==> config.mk <==
export PLATFORM = sky130hd
export DESIGN_NAME = feedback_capture_flat
export DESIGN_NICKNAME = d
export VERILOG_FILES = /design/src/rtl/feedback_capture_if.sv /design/src/rtl/feedback_capture.sv /design/src/flat_wrapper.sv
export SDC_FILE = /design/constraint.sdc
export NUM_CORES = 1
export LEC_CHECK = 0
export CORE_ASPECT_RATIO = 1.75
export CORE_MARGIN = 1.5
export CORE_UTILIZATION = 45
export DETAILED_ROUTE_END_ITERATION = 12
export SYNTH_ARGS = -nofsm -noshare
export SYNTH_HDL_FRONTEND = slang
export SYNTH_SLANG_ARGS = --single-unit
==> constraint.sdc <==
create_clock -name clk -period 4 [get_ports clk]
set_clock_uncertainty 0.2 [all_clocks]
set_input_delay 1.2 -clock clk [delete_from_list [all_inputs] [get_ports clk]]
set_output_delay 1.2 -clock clk [all_outputs]
set_load 0.01 [all_outputs]
==> src/rtl/feedback_capture_if.sv <==
// feedback_capture_if: UART status-byte input and committed feedback outputs.
interface feedback_capture_if;
  logic [7:0] rx_data;
  logic       rx_valid;
  logic       hold;
  logic [7:0] feedback_sig;
  logic       fb_update;
  logic       fb_stale;
  logic       frame_err;
  modport master (output rx_data, rx_valid, hold, input feedback_sig, fb_update, fb_stale, frame_err);
  modport slave  (input rx_data, rx_valid, hold, output feedback_sig, fb_update, fb_stale, frame_err);
endinterface

==> src/rtl/feedback_capture.sv <==
// feedback_capture: debounces tagged feedback frames into a committed kitchen state, deferring commits while hold is high.
// Optional FEEDBACK_PARITY_EN: rx_data[7] is even parity, only bit 6 reserved, feedback_sig[7] forced to 0.
module feedback_capture #(
  parameter int STABLE_CNT   = 2,
  parameter int STALE_CYCLES = 1000000
) (
  input logic              clk,
  input logic              rst_n,
  feedback_capture_if.slave fb
);
  typedef enum logic [1:0] {IDLE, TRACK, PENDING} state_t;
  localparam logic [3:0]  STABLE = 4'(STABLE_CNT);
  localparam logic [23:0] STALE  = 24'(STALE_CYCLES);
  state_t      state_q, state_d;
  logic [7:0]  cand_q, cand_d, pend_q, pend_d, sig_q, sig_d, frame;
  logic [3:0]  cnt_q, cnt_d;
  logic [23:0] timer_q, timer_d;
  logic        upd_q, upd_d, err_q, err_d;
  logic        is_frame, bad, good, due, commit;
  always_comb begin
    is_frame = fb.rx_valid && fb.rx_data[1:0] == 2'b01;
`ifdef FEEDBACK_PARITY_EN
    bad   = fb.rx_data[6] | (^fb.rx_data);
    frame = {1'b0, fb.rx_data[6:0]};
`else
    bad   = |fb.rx_data[7:6];
    frame = fb.rx_data;
`endif
    good    = is_frame && !bad;
    cand_d  = good ? frame : cand_q;
    cnt_d   = !good ? cnt_q : (frame != cand_q) ? 4'd1 : (cnt_q == STABLE) ? cnt_q : cnt_q + 4'd1;
    due     = good && cnt_d == STABLE && cand_d != sig_q;
    // a fresh due value always wins over an older pending one
    commit  = !fb.hold && (due || state_q == PENDING);
    pend_d  = (fb.hold && due) ? cand_d : pend_q;
    sig_d   = commit ? (due ? cand_d : pend_q) : sig_q;
    upd_d   = commit;
    err_d   = is_frame && bad;
    state_d = commit ? TRACK : (fb.hold && due) ? PENDING : (good && state_q == IDLE) ? TRACK : state_q;
    timer_d = good ? 24'd0 : err_d ? timer_q : (timer_q == STALE) ? timer_q : timer_q + 24'd1;
  end
  always_ff @(posedge clk) begin
    if (!rst_n) begin
      state_q <= IDLE;
      cand_q  <= '0;
      pend_q  <= '0;
      sig_q   <= '0;
      cnt_q   <= '0;
      timer_q <= '0;
      upd_q   <= 1'b0;
      err_q   <= 1'b0;
    end else begin
      state_q <= state_d;
      cand_q  <= cand_d;
      pend_q  <= pend_d;
      sig_q   <= sig_d;
      cnt_q   <= cnt_d;
      timer_q <= timer_d;
      upd_q   <= upd_d;
      err_q   <= err_d;
    end
  end
  assign fb.feedback_sig = sig_q;
  assign fb.fb_update    = upd_q;
  assign fb.frame_err    = err_q;
  assign fb.fb_stale     = timer_q == STALE;
endmodule

==> src/flat_wrapper.sv <==
// flat-port wrapper written by rule: the top's interface ports become plain ports
module feedback_capture_flat 
#(
  parameter int STABLE_CNT   = 2,
  parameter int STALE_CYCLES = 1000000
)
  (clk, rst_n, fb_rx_data, fb_rx_valid, fb_hold, fb_feedback_sig, fb_fb_update, fb_fb_stale, fb_frame_err);
  feedback_capture_if fb_i ();
  input logic clk;
  input logic rst_n;
  input wire logic [$bits(fb_i.rx_data)-1:0] fb_rx_data;
  input wire logic [$bits(fb_i.rx_valid)-1:0] fb_rx_valid;
  input wire logic [$bits(fb_i.hold)-1:0] fb_hold;
  output wire logic [$bits(fb_i.feedback_sig)-1:0] fb_feedback_sig;
  output wire logic [$bits(fb_i.fb_update)-1:0] fb_fb_update;
  output wire logic [$bits(fb_i.fb_stale)-1:0] fb_fb_stale;
  output wire logic [$bits(fb_i.frame_err)-1:0] fb_frame_err;
  assign fb_i.rx_data = fb_rx_data;
  assign fb_i.rx_valid = fb_rx_valid;
  assign fb_i.hold = fb_hold;
  assign fb_feedback_sig = fb_i.feedback_sig;
  assign fb_fb_update = fb_i.fb_update;
  assign fb_fb_stale = fb_i.fb_stale;
  assign fb_frame_err = fb_i.frame_err;
  feedback_capture #(.STABLE_CNT(STABLE_CNT), .STALE_CYCLES(STALE_CYCLES)) u_core (.clk(clk), .rst_n(rst_n), .fb(fb_i));
endmodule
==> summary.md, run 1 <==
| Metric | Value |
|---|---|
| CTS Root Cell | `clkbuf_8` |
| Max Cap Viol | `0` |
| Seq/Total Area, Yosys | `0.395` |
| Hold_sp | `u_core.pend_q[7]` |
| Synth Warn # | `0` |
| Die Footprint | `between 0.006 and 0.007 mm^2` |
| Hold Path Depth | `2` |
| Asr flop ratio synth | `0` |
| Cells after synthesis | `303` |
| Initial antenna violation count | `0` |
| Residual DRC | `0` |
| Post-Place Worst Slack | `roughly 0.034 ns` |
| Gp weighted congestion | `0.788` |
| Post-synth EDFFs | `0` |
| FILL cells | `roughly 560` |
| Maximum VDD drop | `392 uV` |
| Register clock-pin slew on the reported worst setup and hold paths | `0.09 ns` |
| Core area | `a little over 0.006 mm^2` |
| Via Count | `2217` |
| Total power per unit cell area | `around 330 mW/mm^2` |
| Port bufs | `22` |
| CP startpoint kind | `input pin` |
| Leakage | `0.00131 uW` |
| FP Rows | `38` |
| Layout cells sized above 1 | `0.132` |
| Final Cycle Share | `0.903` |
| Synth area leaders | `dfxtp_1 39%, xor2_1 8.0%, nor2_1 5.0%, xnor2_1 3.4%, nand3_1 2.5%` |
| Hold endpoint | `u_core.fb.feedback_sig[7]` |
| Fin nets | `357` |
| DRT iter0 DRCs | `46` |
| Status | `finished, final reports clean` |
| Syn avg cell area | `roughly 9.4 um^2` |
| Mapped Nets | `between 300 and 400` |
| R2R Path End | `u_core.fb.feedback_sig[6]` |
| CTS resizes | `0` |
| # Post-CTS Setup Buffers | `0` |
| CTS tree | `built` |
| Total gr overflow | `0` |
| Worst setup margin | `a little under 0.4 ns` |
| DPL Wire Length | `4840 um` |
| Max Fclk | `0.277 GHz` |
| Detail Route Antenna Nets | `0` |
| Synth top area share | `0.395` |
| TritonCTS Sinks | `56` |
| Num ports | `23` |
| Drt wl/cell | `15.0 um` |
| Ys flop type | `dfxtp_1` |
| Min Hold Slack | `0.257 ns` |
| Reg2Reg Depth | `9` |
| All-Layer GR Usage | `0.202` |
| RSZ-0062 raised after global routing | `false` |
| Hold Buf Count CTS | `0` |
| Initial DRT Pass Iterations | `4` |
| Finish-stage setup viols | `0` |
| H-tree depth | `2` |
| Global-route wire length before repair | `10600 um` |
| Req. time, crit path | `4.02 ns` |
| Final wirelength | `~6300 um` |
| Worst path cell trace | `clkdlybuf4s50_1 -> or2_1 -> nor2_8 -> mux2i_1 -> xnor2_1 -> o41ai_4 -> buf_4 -> a21oi_1 -> o211a_1` |
| Die X | `around 63 um` |
| Post-Syn Area | `0.00284 mm^2` |
| Slew Limit Fails | `0` |
| Worst slew pin tran | `approximately 0.71 ns` |
| Worst path arrival time | `approximately 3.6 ns` |
| Vias in the first global route | `about 2300` |
| R2r setup slk | `1.07 ns` |
| Largest net degree at the start of global routing | `25` |
| Critical Path Max Stage Delay | `0.46 ns` |
| Library cells used by synthesis | `56` |
| Final hold violations | `0` |
| Clock Latency Late Sink | `~0.32 ns` |
| Fin crit period | `about 3.6 ns` |
| Crit-path slowest cell | `clkdlybuf4s50_1` |
| Worst r2r src | `u_core.cnt_q[0]` |
| Initial core utilization | `0.463` |
| Hold Path Class | `flip-flop to flip-flop` |
| DR vias/cell | `5.25` |
| Total Power | `1140 uW` |
| Syn-to-layout area delta | `20.2%` |
| FF+latch count, synth | `56` |
| Placed cell areas | `0.00325 mm^2` |
| Cts bufs inserted | `5` |
| Ant diodes | `0` |
| Max Root-Sink Buffers | `2` |
| CP endpoint kind | `flip-flop` |
| Fin Setup TNS | `0 ns` |
| Die Height | `108 um` |
| Crit-path max FO | `6` |
| Largest area contributor in the netlist | `dfxtp_1` |
| Final Instance Area | `0.00341 mm^2` |
| Kind of critical path | `input pin to flip-flop` |
| Slew HR | `0.524` |
[synth_stat cells (2+ instances only)]
cell	n
o41ai_4	2
xnor2_1	11
nor2b_1	9
a22o_1	4
o21ai_1	2
o211ai_1	2
o221a_2	2
dfxtp_1	56
o21ai_0	8
ha_1	4
and3_1	10
nor3b_1	2
nand3_1	14
mux2_4	4
a31oi_1	2
clkbuf_1	7
nor2_1	38
and3b_1	4
a21oi_1	10
nor4_1	3
nor4bb_1	2
nand4_1	7
and2_1	6
nand2_1	14
or4_1	2
mux2i_1	6
inv_1	11
a21boi_0	4
xor2_1	26
nor4_2	2
nor3_1	4
[cells in the final DEF, fill, tap and decap left out, drive strengths merged, types with 9 or more instances in the layout]
cell type	count
and3	10
clkdlybuf4s50	22
xor2	26
buf	18
nand3	14
o21ai	10
nor2b	9
xnor2	11
dfxtp	56
inv	11
nand2	15
nor2	40
a21oi	10
[power by group]
part           internal, uW  total (uW)  switching, uW
Clock                   313         501            188
Combinational          32.6        72.8           40.2
Sequential              562         566           4.61
[registers in the layout, summed over array words and instances (netlist names)]
signal	count
u_core.timer_q	24
u_core.cand_q	8
u_core.fb.feedback_sig	8
u_core.pend_q	8
u_core.cnt_q	4
u_core.state_q	2
u_core.fb.fb_update	1
u_core.fb.frame_err	1
[how the worst max path moves through the flow]
stage | start | end | slack (ns) | cells past startpoint
after global placement | fb_rx_data[6] | u_core.fb.feedback_sig[6] | 0.05 | 10
after detailed placement | fb_rx_data[6] | u_core.fb.feedback_sig[6] | 0.03 | 10
final | fb_rx_data[7] | u_core.fb.feedback_sig[0] | 0.39 | 9
after global routing | fb_rx_data[7] | u_core.fb.feedback_sig[6] | 0.19 | 11
after floorplan | fb_rx_data[6] | u_core.pend_q[2] | 0.58 | 8
after CTS | fb_rx_data[6] | u_core.fb.feedback_sig[6] | 0.37 | 10
[logic make-up (layout without fill, tap and decap cells)]
group / count (synthesis) / after routing / synth area share
AND/OR/NAND/NOR: 128 / 128 / 0.256
flip-flops: 56 / 56 / 0.395
AO/OA/AOI/OAI: 46 / 46 / 0.134
XOR/XNOR: 37 / 37 / 0.114
buffers and inverters: 20 / 59 / 0.0291
multiplexers: 12 / 12 / 0.0551
adder cells (fa/ha/maj): 4 / 4 / 0.0176
[worst max-delay path: cells and delay by family]
family,cells,cell delay (ns)
xor gates and xnor gates,1,0.20
and+or+nand+nor,2,0.53
muxes,1,0.30
buffers and inverters,2,0.67
AOI/OAI and AO/OA,3,0.71
[area by class of cell]
class	instances	area (um^2)	area share
clock buffer	5	68.8	0.0202
clock inverter	3	90.1	0.0264
inverter	11	41.3	0.0121
multi-input combinational	227	1640	0.479
sequential	56	1120	0.328
tap	80	100	0.0293
timing repair buffer	40	355	0.104
[metal layers]
metal | routed length, um | global-route usage
met3 | 139 | 0.0323
met2 | 3670 | 0.405
met4 | 162 | 0.0984
met5 | 0 | 0
met1 | 2360 | 0.194
[stage by stage]
step	cells	util
after CTS	422	0.557
final	422	0.557
after detailed placement	414	0.531
after global placement	414	0.531
after floorplan	303	-
after global routing	422	0.557
Note: power is estimated with default switching activity, not from simulation.
==> run 2, diff against run 1 <==
--- a/config.mk
+++ b/config.mk
@@ -8,6 +8,7 @@
 export CORE_ASPECT_RATIO = 1.75
 export CORE_MARGIN = 1.5
 export CORE_UTILIZATION = 45
+export CTS_CLUSTER_SIZE = 25
 export DETAILED_ROUTE_END_ITERATION = 12
 export SYNTH_ARGS = -nofsm -noshare
 export SYNTH_HDL_FRONTEND = slang
==> results of run 2 <==
Same layout as run 1: the final DEF is identical, and so are final timing and power.
==> run 3, diff against run 2 <==
--- a/config.mk
+++ b/config.mk
@@ -6,8 +6,9 @@
 export NUM_CORES = 1
 export LEC_CHECK = 0
 export CORE_ASPECT_RATIO = 1.75
-export CORE_MARGIN = 1.5
+export CORE_MARGIN = 3
 export CORE_UTILIZATION = 45
+export CTS_BUF_LIST = sky130_fd_sc_hd__clkbuf_8
 export CTS_CLUSTER_SIZE = 25
 export DETAILED_ROUTE_END_ITERATION = 12
 export SYNTH_ARGS = -nofsm -noshare
==> summary.md, run 3 (synthesis results as in run 1) <==
| Metric | Value |
|---|---|
| RSZ-0062 raised after global routing | `false (unchanged)` |
| CP startpoint kind | `input pin (unchanged)` |
| Layout Utilization | `0.554 (was 0.557)` |
| FILL cells | `585 (was 561)` |
| Maximum VDD drop | `203 uV (was 392 uV)` |
| FP Rows | `37 (was 38)` |
| TritonCTS Sinks | `56 (unchanged)` |
| Layout cells sized above 1 | `0.129 (was 0.132)` |
| Final wirelength | `6220 um (was 6320 um)` |
| Leakage | `0.00128 uW (was 0.00131 uW)` |
| Fin nets | `356 (was 357)` |
| Drt wl/cell | `14.8 um (was 15.0 um)` |
| CTS Root Cell | `clkbuf_8 (unchanged)` |
| DRT iter0 DRCs | `47 (was 46)` |
| Status | `finished, final reports clean (unchanged)` |
| Crit-path slowest cell | `clkdlybuf4s50_1 (unchanged)` |
| Initial core utilization | `0.472 (was 0.463)` |
| Syn-to-layout area delta | `17.4% (was 20.2%)` |
| Die Height | `111 um (was 108 um)` |
| Most frequent cells in the layout | `56 x dfxtp_1, 38 x nor2_1, 26 x xor2_1 (unchanged)` |
| Largest delay share family, worst path | `compound AO/OA/AOI/OAI gates (unchanged)` |
| Largest net degree at the start of global routing | `25 (unchanged)` |
| Hold Path Class | `flip-flop to flip-flop (unchanged)` |
| Initial antenna violation count | `0 (unchanged)` |
| Final Cycle Share | `0.970 (was 0.903)` |
| Ant diodes | `0 (unchanged)` |
| Finish-stage setup viols | `0 (unchanged)` |
| Core area | `0.00602 mm^2 (was 0.00613 mm^2)` |
| Buf/Inv on CP | `2 (unchanged)` |
| Total power per unit cell area | `286 mW/mm^2 (was 334 mW/mm^2)` |
| Total gr overflow | `0 (unchanged)` |
| Via Count | `2232 (was 2217)` |
| Port bufs | `22 (unchanged)` |
| Worst path cell trace | `clkdlybuf4s50_1 -> xor2_1 -> nor4_2 -> nand2_1 -> buf_4 -> a2111oi_2 -> o41ai_4 -> o21ai_0 -> nor2_1 (was clkdlybuf4s50_1 -> or2_1 -> nor2_8 -> mux2i_1 -> xnor2_1 -> o41ai_4 -> buf_4 -> a21oi_1 -> o211a_1)` |
| Placed cell areas | `0.00324 mm^2 (was 0.00325 mm^2)` |
| Fin crit period | `3.88 ns (was 3.61 ns)` |
| Worst slew pin tran | `0.554 ns (was 0.712 ns)` |
| Final Instance Area | `0.00334 mm^2 (was 0.00341 mm^2)` |
| Total Power | `954 uW (was 1140 uW)` |
| Max Root-Sink Buffers | `2 (unchanged)` |
| Critical Path Max Stage Delay | `0.49 ns (was 0.46 ns)` |
| Hold Buf Count CTS | `0 (unchanged)` |
| Global-route wire length before repair | `10300 um (was 10600 um)` |
| Multi-input gate area | `0.00164 mm^2 (unchanged)` |
| Biggest register | `u_core.timer_q (unchanged)` |
| Die Footprint | `0.00734 mm^2 (was 0.00682 mm^2)` |
| Die X | `66.1 um (was 63.1 um)` |
| Commonest non-fill, non-tap cell in the layout | `dfxtp_1 (unchanged)` |
| Detail Route Antenna Nets | `0 (unchanged)` |
| Register area | `0.00112 mm^2 (unchanged)` |
| Slew Limit Fails | `0 (unchanged)` |
| DPL Wire Length | `4930 um (was 4840 um)` |
| CTS tree | `built (unchanged)` |
| Max Fclk | `0.258 GHz (was 0.277 GHz)` |
| Kind of critical path | `input pin to flip-flop (unchanged)` |
| Initial DRT Pass Iterations | `4 (unchanged)` |
| # Post-CTS Setup Buffers | `0 (unchanged)` |
| Gp weighted congestion | `0.781 (was 0.788)` |
| Clock Latency Late Sink | `0.31 ns (was 0.32 ns)` |
| Worst path arrival time | `3.87 ns (was 3.63 ns)` |
| All-Layer GR Usage | `0.181 (was 0.202)` |
| CTS resizes | `0 (unchanged)` |
| Crit-path max FO | `5 (was 6)` |
| Max Cap Viol | `0 (unchanged)` |
| Final hold violations | `0 (unchanged)` |
| H-tree depth | `2 (unchanged)` |
| Max reg flops | `24 (unchanged)` |
| CP endpoint kind | `flip-flop (unchanged)` |
| Residual DRC | `0 (unchanged)` |
| Req. time, crit path | `3.99 ns (was 4.02 ns)` |
| Vias in the first global route | `2240 (was 2280)` |
| Num ports | `23 (unchanged)` |
| Slew HR | `0.630 (was 0.524)` |
| Register clock-pin slew on the reported worst setup and hold paths | `0.10 ns (was 0.09 ns)` |
| DR vias/cell | `5.33 (was 5.25)` |
| Cts bufs inserted | `5 (unchanged)` |
## run 3: worst paths after layout
path	startpoint	to	slack [ns]	depth (start not counted)
setup / recovery	fb_rx_data[0]	u_core.fb.feedback_sig[6]	0.12	9
hold / removal	u_core.pend_q[1]	u_core.fb.feedback_sig[1]	0.26	2
setup reg to reg	u_core.cnt_q[0]	u_core.fb.feedback_sig[6]	0.88	8
hold reg to reg	u_core.pend_q[1]	u_core.fb.feedback_sig[1]	0.26	2
## run 3: routing by layer
layer  GRT usage  wire length (um)
met3      0.0254               127
met5           0                 0
met4      0.0611                93
met1       0.168              2290
met2       0.373              3710
## run 3: worst min-delay path, cell delays in order, from the launching register on
cell and delay, ns:
dfxtp_1 0.32, nand2_1 0.05, a21oi_1 0.05
## run 3: cell type report
cell class	count	share of cell area
inverters	11	0.0124
clock buffers	5	0.0206
multi-input cells	227	0.491
clock inverters	3	0.00675
flip-flops and latches	56	0.336
well taps	78	0.0293
repair buffers	39	0.104
## run 3: through the flow
stage	hold slack, ns	setup TNS (ns)	std cells	setup WS, ns
global route	0.287	0	419	0.0254
detailed placement	0.242	-1.14	411	-0.223
global placement	0.239	-0.476	411	-0.186
floorplan	0.228	0	303	0.575
finish	0.257	0	419	0.118
CTS	0.258	0	419	0.110
## run 3: where the power goes
group	internal [uW]	switching, uW	total (uW)
combinational	31.3	39.3	70.6
clock	126	190	316
sequential	562	4.75	567
